<file path="config.mk">
export PLATFORM = sky130hd
export DESIGN_NAME = noc_credit_link_flat
export DESIGN_NICKNAME = d
export VERILOG_FILES = /design/src/rtl/noc_link_pkg.sv /design/src/rtl/noc_credit_link_if.sv /design/src/rtl/noc_link_stage.sv /design/src/rtl/noc_credit_link.sv /design/src/flat_wrapper.sv
export SDC_FILE = /design/constraint.sdc
export NUM_CORES = 1
export LEC_CHECK = 0
export BUFFER_PORTS_ARGS = -buffer_cell sky130_fd_sc_hd__buf_2
export CAP_MARGIN = 20
export CELL_PAD_IN_SITES_DETAIL_PLACEMENT = 0
export CELL_PAD_IN_SITES_GLOBAL_PLACEMENT = 1
export CORE_AREA = 8 8 176 178
export DETAILED_ROUTE_END_ITERATION = 7
export DIE_AREA = 0 0 184 186
export GPL_TIMING_DRIVEN = 0
export PLACE_DENSITY_LB_ADDON = 0.1
export SLEW_MARGIN = 5
export SYNTH_ARGS = -nofsm -noshare
export SYNTH_HDL_FRONTEND = slang
export SYNTH_HIERARCHICAL = 1
export SYNTH_SLANG_ARGS = --single-unit
</file>
<file path="constraint.sdc">
create_clock -name clk_noc -period 2.6 [get_ports clk_noc]
set_input_delay 0.13 -clock clk_noc [delete_from_list [all_inputs] [get_ports clk_noc]]
set_output_delay 0.13 -clock clk_noc [all_outputs]
set_load 0.01 [all_outputs]
</file>
<file path="src/rtl/noc_link_pkg.sv">
// Shared helpers for the credit-based router-to-router link.
package noc_link_pkg;

    function automatic int cred_width(input int depth);
        return $clog2(depth + 1);
    endfunction

    // Statistics counters stick at all-ones instead of wrapping.
    function automatic logic [63:0] sat_inc(input logic [63:0] v, input int unsigned w);
        logic [63:0] max_v;
        max_v = (w >= 64) ? '1 : ((64'd1 << w) - 64'd1);
        return (v >= max_v) ? max_v : v + 64'd1;
    endfunction

endpackage

</file>
<file path="src/rtl/noc_credit_link_if.sv">
// Flit/credit handshake bundle for all channels of one link side.
interface noc_credit_link_if #(
    parameter int NUM_LINKS  = 4,
    parameter int FLIT_WIDTH = 32,
    parameter int DEST_WIDTH = 6
);
    logic [NUM_LINKS-1:0][FLIT_WIDTH-1:0] data;
    logic [NUM_LINKS-1:0][DEST_WIDTH-1:0] dest;
    logic [NUM_LINKS-1:0]                 is_tail;
    logic [NUM_LINKS-1:0]                 send;
    logic [NUM_LINKS-1:0]                 credit;

    modport master (output data, dest, is_tail, send, input  credit);
    modport slave  (input  data, dest, is_tail, send, output credit);
endinterface

</file>
<file path="src/rtl/noc_link_stage.sv">
// One link register stage: valid always loads, payload loads only with valid.
module noc_link_stage #(
    parameter int W = 1
) (
    input  logic         clk,
    input  logic         rst_n,
    input  logic         vld_i,
    input  logic [W-1:0] pay_i,
    output logic         vld_o,
    output logic [W-1:0] pay_o
);
    logic         vld_q, vld_d;
    logic [W-1:0] pay_q, pay_d;

    always_comb begin
        vld_d = vld_i;
        pay_d = vld_i ? pay_i : pay_q;
    end

    always_ff @(posedge clk) begin
        if (!rst_n) begin
            vld_q <= 1'b0;
            pay_q <= '0;
        end else begin
            vld_q <= vld_d;
            pay_q <= pay_d;
        end
    end

    assign vld_o = vld_q;
    assign pay_o = pay_q;
endmodule

</file>
<file path="src/rtl/noc_credit_link.sv">
// Pipelined credit-based link: per-channel flit/credit delay lines, sender
// credit tracking with protocol-error flags, and saturating statistics.
module noc_credit_link
    import noc_link_pkg::*;
#(
    parameter int NUM_LINKS         = 4,
    parameter int FLIT_WIDTH        = 32,
    parameter int DEST_WIDTH        = 6,
    parameter int NUM_PIPELINE      = 0,
    parameter int FLIT_BUFFER_DEPTH = 2,
    parameter int STAT_WIDTH        = 16,
    parameter int CRED_WIDTH        = cred_width(FLIT_BUFFER_DEPTH)
) (
    input  logic                                 clk_noc,
    input  logic                                 rst_n,
    noc_credit_link_if.slave                     up,
    noc_credit_link_if.master                    dn,
    input  logic                                 clear_stats,
    output logic [NUM_LINKS-1:0]                 credit_avail,
    output logic [NUM_LINKS-1:0][STAT_WIDTH-1:0] flit_count,
    output logic [NUM_LINKS-1:0][STAT_WIDTH-1:0] pkt_count,
    output logic [NUM_LINKS-1:0]                 err_overflow,
    output logic [NUM_LINKS-1:0]                 err_credit
);
    typedef struct packed {
        logic [FLIT_WIDTH-1:0] data;
        logic [DEST_WIDTH-1:0] dest;
        logic                  is_tail;
    } flit_t;

    localparam int                    FW       = $bits(flit_t);
    localparam logic [CRED_WIDTH-1:0] CRED_MAX = CRED_WIDTH'(FLIT_BUFFER_DEPTH);

    if (NUM_PIPELINE < 0) begin : g_chk_pipe
        $error("noc_credit_link: NUM_PIPELINE must be >= 0");
    end
    if (FLIT_BUFFER_DEPTH < 1) begin : g_chk_depth
        $error("noc_credit_link: FLIT_BUFFER_DEPTH must be >= 1");
    end
    // Round trip is 2*NUM_PIPELINE+2 cycles; a shallower buffer throttles the link.
    if (FLIT_BUFFER_DEPTH < 2*NUM_PIPELINE + 2) begin : g_warn_tput
        $warning("noc_credit_link: FLIT_BUFFER_DEPTH < 2*NUM_PIPELINE+2, full throughput not sustainable");
    end

    for (genvar i = 0; i < NUM_LINKS; i++) begin : g_link
        logic          fwd_vld [NUM_PIPELINE+1];
        logic [FW-1:0] fwd_pay [NUM_PIPELINE+1];
        logic          crd_vld [NUM_PIPELINE+1];
        logic          crd_pay [NUM_PIPELINE+1];
        flit_t         flit_in, flit_out;

        assign flit_in    = '{data: up.data[i], dest: up.dest[i], is_tail: up.is_tail[i]};
        assign fwd_vld[0] = up.send[i];
        assign fwd_pay[0] = flit_in;
        assign crd_vld[0] = dn.credit[i];
        assign crd_pay[0] = dn.credit[i];

        for (genvar s = 0; s < NUM_PIPELINE; s++) begin : g_stage
            noc_link_stage #(.W(FW)) u_fwd (
                .clk(clk_noc), .rst_n(rst_n),
                .vld_i(fwd_vld[s]),   .pay_i(fwd_pay[s]),
                .vld_o(fwd_vld[s+1]), .pay_o(fwd_pay[s+1])
            );
            noc_link_stage #(.W(1)) u_crd (
                .clk(clk_noc), .rst_n(rst_n),
                .vld_i(crd_vld[s]),   .pay_i(crd_pay[s]),
                .vld_o(crd_vld[s+1]), .pay_o(crd_pay[s+1])
            );
        end

        assign flit_out       = flit_t'(fwd_pay[NUM_PIPELINE]);
        assign dn.send[i]     = fwd_vld[NUM_PIPELINE];
        assign dn.data[i]     = flit_out.data;
        assign dn.dest[i]     = flit_out.dest;
        assign dn.is_tail[i]  = flit_out.is_tail;
        // The credit payload only ever latches a 1, so it is 1 whenever valid is.
        assign up.credit[i]   = crd_vld[NUM_PIPELINE] & crd_pay[NUM_PIPELINE];

        logic [CRED_WIDTH-1:0] cred_q, cred_d;
        logic [STAT_WIDTH-1:0] flit_cnt_q, flit_cnt_d;
        logic [STAT_WIDTH-1:0] pkt_cnt_q, pkt_cnt_d;
        logic                  err_ovf_q, err_ovf_d;
        logic                  err_crd_q, err_crd_d;

        always_comb begin
            cred_d     = cred_q;
            flit_cnt_d = flit_cnt_q;
            pkt_cnt_d  = pkt_cnt_q;
            err_ovf_d  = err_ovf_q;
            err_crd_d  = err_crd_q;
            if (up.send[i] && !dn.credit[i]) begin
                if (cred_q == '0) err_ovf_d = 1'b1;
                else              cred_d    = cred_q - CRED_WIDTH'(1);
            end else if (dn.credit[i] && !up.send[i]) begin
                if (cred_q == CRED_MAX) err_crd_d = 1'b1;
                else                    cred_d    = cred_q + CRED_WIDTH'(1);
            end
            if (up.send[i]) begin
                flit_cnt_d = STAT_WIDTH'(sat_inc(64'(flit_cnt_q), STAT_WIDTH));
                if (up.is_tail[i]) pkt_cnt_d = STAT_WIDTH'(sat_inc(64'(pkt_cnt_q), STAT_WIDTH));
            end
            // Clearing wins over any same-cycle increment or error.
            if (clear_stats) begin
                flit_cnt_d = '0;
                pkt_cnt_d  = '0;
                err_ovf_d  = 1'b0;
                err_crd_d  = 1'b0;
            end
        end

        always_ff @(posedge clk_noc) begin
            if (!rst_n) begin
                cred_q     <= CRED_MAX;
                flit_cnt_q <= '0;
                pkt_cnt_q  <= '0;
                err_ovf_q  <= 1'b0;
                err_crd_q  <= 1'b0;
            end else begin
                cred_q     <= cred_d;
                flit_cnt_q <= flit_cnt_d;
                pkt_cnt_q  <= pkt_cnt_d;
                err_ovf_q  <= err_ovf_d;
                err_crd_q  <= err_crd_d;
            end
        end

        assign credit_avail[i] = (cred_q != '0);
        assign flit_count[i]   = flit_cnt_q;
        assign pkt_count[i]    = pkt_cnt_q;
        assign err_overflow[i] = err_ovf_q;
        assign err_credit[i]   = err_crd_q;
    end
endmodule

</file>
<file path="src/flat_wrapper.sv">
// flat-port wrapper written by rule: the top's interface ports become plain ports
module noc_credit_link_flat import noc_link_pkg::*;
#(
    parameter int NUM_LINKS         = 4,
    parameter int FLIT_WIDTH        = 32,
    parameter int DEST_WIDTH        = 6,
    parameter int NUM_PIPELINE      = 0,
    parameter int FLIT_BUFFER_DEPTH = 2,
    parameter int STAT_WIDTH        = 16,
    parameter int CRED_WIDTH        = cred_width(FLIT_BUFFER_DEPTH)
)
  (clk_noc, rst_n, clear_stats, credit_avail, flit_count, pkt_count, err_overflow, err_credit, up_data, up_dest, up_is_tail, up_send, up_credit, dn_data, dn_dest, dn_is_tail, dn_send, dn_credit);
  noc_credit_link_if #(.NUM_LINKS(NUM_LINKS), .FLIT_WIDTH(FLIT_WIDTH), .DEST_WIDTH(DEST_WIDTH)) up_i ();
  noc_credit_link_if #(.NUM_LINKS(NUM_LINKS), .FLIT_WIDTH(FLIT_WIDTH), .DEST_WIDTH(DEST_WIDTH)) dn_i ();
  input  logic clk_noc;
  input  logic rst_n;
  input  logic clear_stats;
  output logic [NUM_LINKS-1:0] credit_avail;
  output logic [NUM_LINKS-1:0][STAT_WIDTH-1:0] flit_count;
  output logic [NUM_LINKS-1:0][STAT_WIDTH-1:0] pkt_count;
  output logic [NUM_LINKS-1:0] err_overflow;
  output logic [NUM_LINKS-1:0] err_credit;
  input wire logic [$bits(up_i.data)-1:0] up_data;
  input wire logic [$bits(up_i.dest)-1:0] up_dest;
  input wire logic [$bits(up_i.is_tail)-1:0] up_is_tail;
  input wire logic [$bits(up_i.send)-1:0] up_send;
  output wire logic [$bits(up_i.credit)-1:0] up_credit;
  output wire logic [$bits(dn_i.data)-1:0] dn_data;
  output wire logic [$bits(dn_i.dest)-1:0] dn_dest;
  output wire logic [$bits(dn_i.is_tail)-1:0] dn_is_tail;
  output wire logic [$bits(dn_i.send)-1:0] dn_send;
  input wire logic [$bits(dn_i.credit)-1:0] dn_credit;
  assign up_i.data = up_data;
  assign up_i.dest = up_dest;
  assign up_i.is_tail = up_is_tail;
  assign up_i.send = up_send;
  assign up_credit = up_i.credit;
  assign dn_data = dn_i.data;
  assign dn_dest = dn_i.dest;
  assign dn_is_tail = dn_i.is_tail;
  assign dn_send = dn_i.send;
  assign dn_i.credit = dn_credit;
  noc_credit_link #(.NUM_LINKS(NUM_LINKS), .FLIT_WIDTH(FLIT_WIDTH), .DEST_WIDTH(DEST_WIDTH), .NUM_PIPELINE(NUM_PIPELINE), .FLIT_BUFFER_DEPTH(FLIT_BUFFER_DEPTH), .STAT_WIDTH(STAT_WIDTH), .CRED_WIDTH(CRED_WIDTH)) u_core (.clk_noc(clk_noc), .rst_n(rst_n), .up(up_i), .dn(dn_i), .clear_stats(clear_stats), .credit_avail(credit_avail), .flit_count(flit_count), .pkt_count(pkt_count), .err_overflow(err_overflow), .err_credit(err_credit));
endmodule
</file>
==> results.tsv <==
stage	metric	value	unit
status	status	finished clean	
floorplan	die height	186	um
synthesis	EDFF count, synth	0	
worst_setup_path	critical path's top delay family	buffers and inverters	
synthesis	Synth Net Count	1126	
clocking	Sinks on Clock Net	144	
worst_setup_path	Critical Path Fanout Max	10	
power_and_ir_drop	maximum VDD drop	0.346	mV
sta	post-layout min period	1940	ps
clocking	number of hold buffers added after CTS	0	
route	Via density	4.41	
clocking	clk_lat worst skew	420	ps
place	PortBufs	317	
worst_setup_path	Worst EP arrival	2280	ps
worst_setup_path	CP required	2940	ps
worst_setup_path	CP bufs+invs	2	
cells_and_area	Synth-to-Final Area Change	33.1	%
sta	endpoints failing hold	0	
cells_and_area	fin cells	1676	
floorplan	die width	184	um
place	final RePlAce weighted congestion	0.758	
worst_setup_path	Critical Path Stages	5	
cells_and_area	register area	0.00288	mm2
floorplan	die area	0.0342	mm2
run	# Max-Cap Violations	0	
grt	largest net degree at the start of global routing	17	
place	dpl cells	1644	
grt	first-pass GRT wire length	39600	um
route	final WL	26500	um
route	WL per Instance	15.8	um
sta	normalized max-slew margin	33.2	%
clocking	CTS tree	built	
power_and_ir_drop	P_leak	4.83	nW
clocking	H-tree depth	4	
grt	initial antenna violation count	0	
place	dpl hpwl	20900	um
synthesis	Cell Area, Synth	0.00810	mm2
sta	RSZ-0062 raised after global routing	false	
worst_hold_path	WHS Path Cells	3	
cells_and_area	Nets	1462	
power_and_ir_drop	Power Dens Cells	506	mW/mm2
route	DR DRC count	0	
sta	final max-slew violation count	0	
grt	number of global-route vias before repair	7280	
clocking	root buf cell	clkbuf_16	
power_and_ir_drop	total power	5.46	mW
synthesis	Synth cell types	57	
sta	# setup viols final	0	
sta	Worst Tran Pin Value	1000	ps
synthesis	FF+latch count, synth	144	
sta	Final TNS setup	0	ps
floorplan	core area	0.0282	mm2
synthesis	Main synth FF type	dfxtp_1	
worst_setup_path	Setup crit end kind	register	
route	vias	7396	
synthesis	Cells after Synth	943	
synthesis	ys async rst share	0	%
worst_setup_path	slowest stage cell, crit path	nor2b_1	
floorplan	IO Pins	471	
sta	final worst setup slack	664	ps
clocking	clk slew on worst S/H paths	60	ps
worst_setup_path	Cell Chain, Critical Path	buf_2, nor2b_1, clkbuf_1, o21ai_0, a31oi_1	
worst_setup_path	CP peak stage delay	840	ps
clocking	Post CTS Setup Buffer Count	0	
clocking	Num CTS Buffers	17	
worst_setup_path	reg2reg path depth	7	
cells_and_area	Antenna diodes	0	
sta	final worst path period share	74.5	%
cells_and_area	filler cell count	3048	
worst_hold_path	worst hold path type	in2reg	
cells_and_area	Multi-input gate area	0.00369	mm2
sta	clk_skew	10.6	ps
grt	gr usage total	14.3	%
floorplan	Initial Util	28.7	%
cells_and_area	final core utilization	38.2	%
worst_setup_path	critical path class	in2reg	
worst_setup_path	R2R setup slack	720	ps
route	remaining antenna violation count	0	
synthesis	Syn Area/Cell	8.59	um2
route	Starting DRT DRC Count	268	
floorplan	FP Rows	62	
clocking	clk buf depth	2	
cells_and_area	share of cells above drive strength 1	45.0	%
place	pre-CTS WS	61.4	ps
synthesis	register area share after synthesis	35.6	%
sta	Peak Freq	516	MHz
worst_setup_path	startpoint types	input port	
synthesis	Ys Warns	6	
grt	total global routing overflow	0	
route	First-pass DRT Iterations	6	
clocking	Post-CTS Resized	0	
## state kept, by name (all words and copies together) (netlist names)
register                  cells
u_core/g_link.cred_q          8
u_core/g_link.err_crd_q       4
u_core/g_link.err_ovf_q       4
u_core/g_link.flit_cnt_q     64
u_core/g_link.pkt_cnt_q      64
## stage by stage
stage	hold slack, ps	cell area (um2)
after global routing	53.4	10800
after floorplan	309	8100
final	69.6	10800
after detailed placement	448	10200
after CTS	38.8	10800
after global placement	448	10200
## worst reg2reg max path, cell delays in order (launching register included)
cell	delay [ps]
dfxtp_1	420
ha_1	250
nand3_1	140
or2_4	300
nor3_4	230
nand3_2	160
buf_6	190
a21oi_2	110
## layer usage
metal  up-vias  global-route usage, %  routed length (um)
met2       257                   23.9               12500
li1       3774                      -                   -
met1      3352                   17.7               11600
met3        13                   4.80                2210
met5         -                      0                   0
met4         0                   2.61                 140
## cells in the mapped netlist, types with 11 or more instances
| master | count | share of area [%] |
|---|---|---|
| nand2_1 | 51 | 2.4 |
| nor2_1 | 59 | 2.7 |
| ha_1 | 16 | 2.5 |
| buf_4 | 174 | 16 |
| xor2_1 | 61 | 6.6 |
| nand3_1 | 50 | 3.1 |
| dfxtp_1 | 144 | 36 |
| nand4_1 | 34 | 2.6 |
| clkbuf_1 | 11 | 0.51 |
| a21oi_2 | 20 | 2.2 |
| a21oi_1 | 85 | 5.3 |
| inv_1 | 26 | 1.2 |
| xnor2_1 | 30 | 3.2 |
| nor3_1 | 26 | 1.6 |
| a31oi_1 | 17 | 1.3 |
| o21ai_0 | 28 | 1.7 |
## where the power goes
group | internal (mW) | switching, mW
combinational | 0.320 | 0.297
sequential | 2.23 | 0.0300
clock | 1.57 | 1.01
## layout make-up
type / count / area share (%)
inverter: 26 / 0.905
clock buffer: 21 / 4.27
clock inverter: 11 / 1.43
sequential: 144 / 26.7
tap: 384 / 4.46
timing repair buffer: 317 / 14.7
buffer: 197 / 13.2
multi-input combinational: 576 / 34.2
## logic make-up after synthesis
family,count (synthesis),share of synthesized area [%]
mux,6,0.742
simple gates,293,20.0
fa+ha+maj,16,2.47
xor+xnor,91,9.84
buf+inv,223,18.8
flops,144,35.6
compound gates,170,12.5
## path summary, 6_finish.rpt
path,startpoint,to
min reg2reg,u_core/g_link[3].err_ovf_q,u_core/g_link[3].err_ovf_q
max,rst_n,u_core/g_link[0].pkt_cnt_q[6]
min,up_is_tail[2],u_core/g_link[2].pkt_cnt_q[0]
max reg2reg,u_core/g_link[1].flit_cnt_q[0],u_core/g_link[1].flit_cnt_q[10]
## placed cells by master, fill, tap and decap left out, types with 7 or more instances in the layout
cell,synthesis,routed
dfxtp_1,144,144
buf_4,174,174
xor2_1,61,61
clkbuf_16,0,17
nand2_1,51,51
xnor2_1,30,30
a31oi_1,17,17
nand3_1,50,50
ha_1,16,16
nor2_1,59,59
inv_1,26,26
nand4_1,34,34
nor2b_1,7,7
a21oi_2,20,20
and3_1,10,10
o21ai_0,28,28
buf_2,9,326
clkbuf_1,11,13
nor3_1,26,26
a21oi_1,85,85
Note: power is estimated with default switching activity, not from simulation.
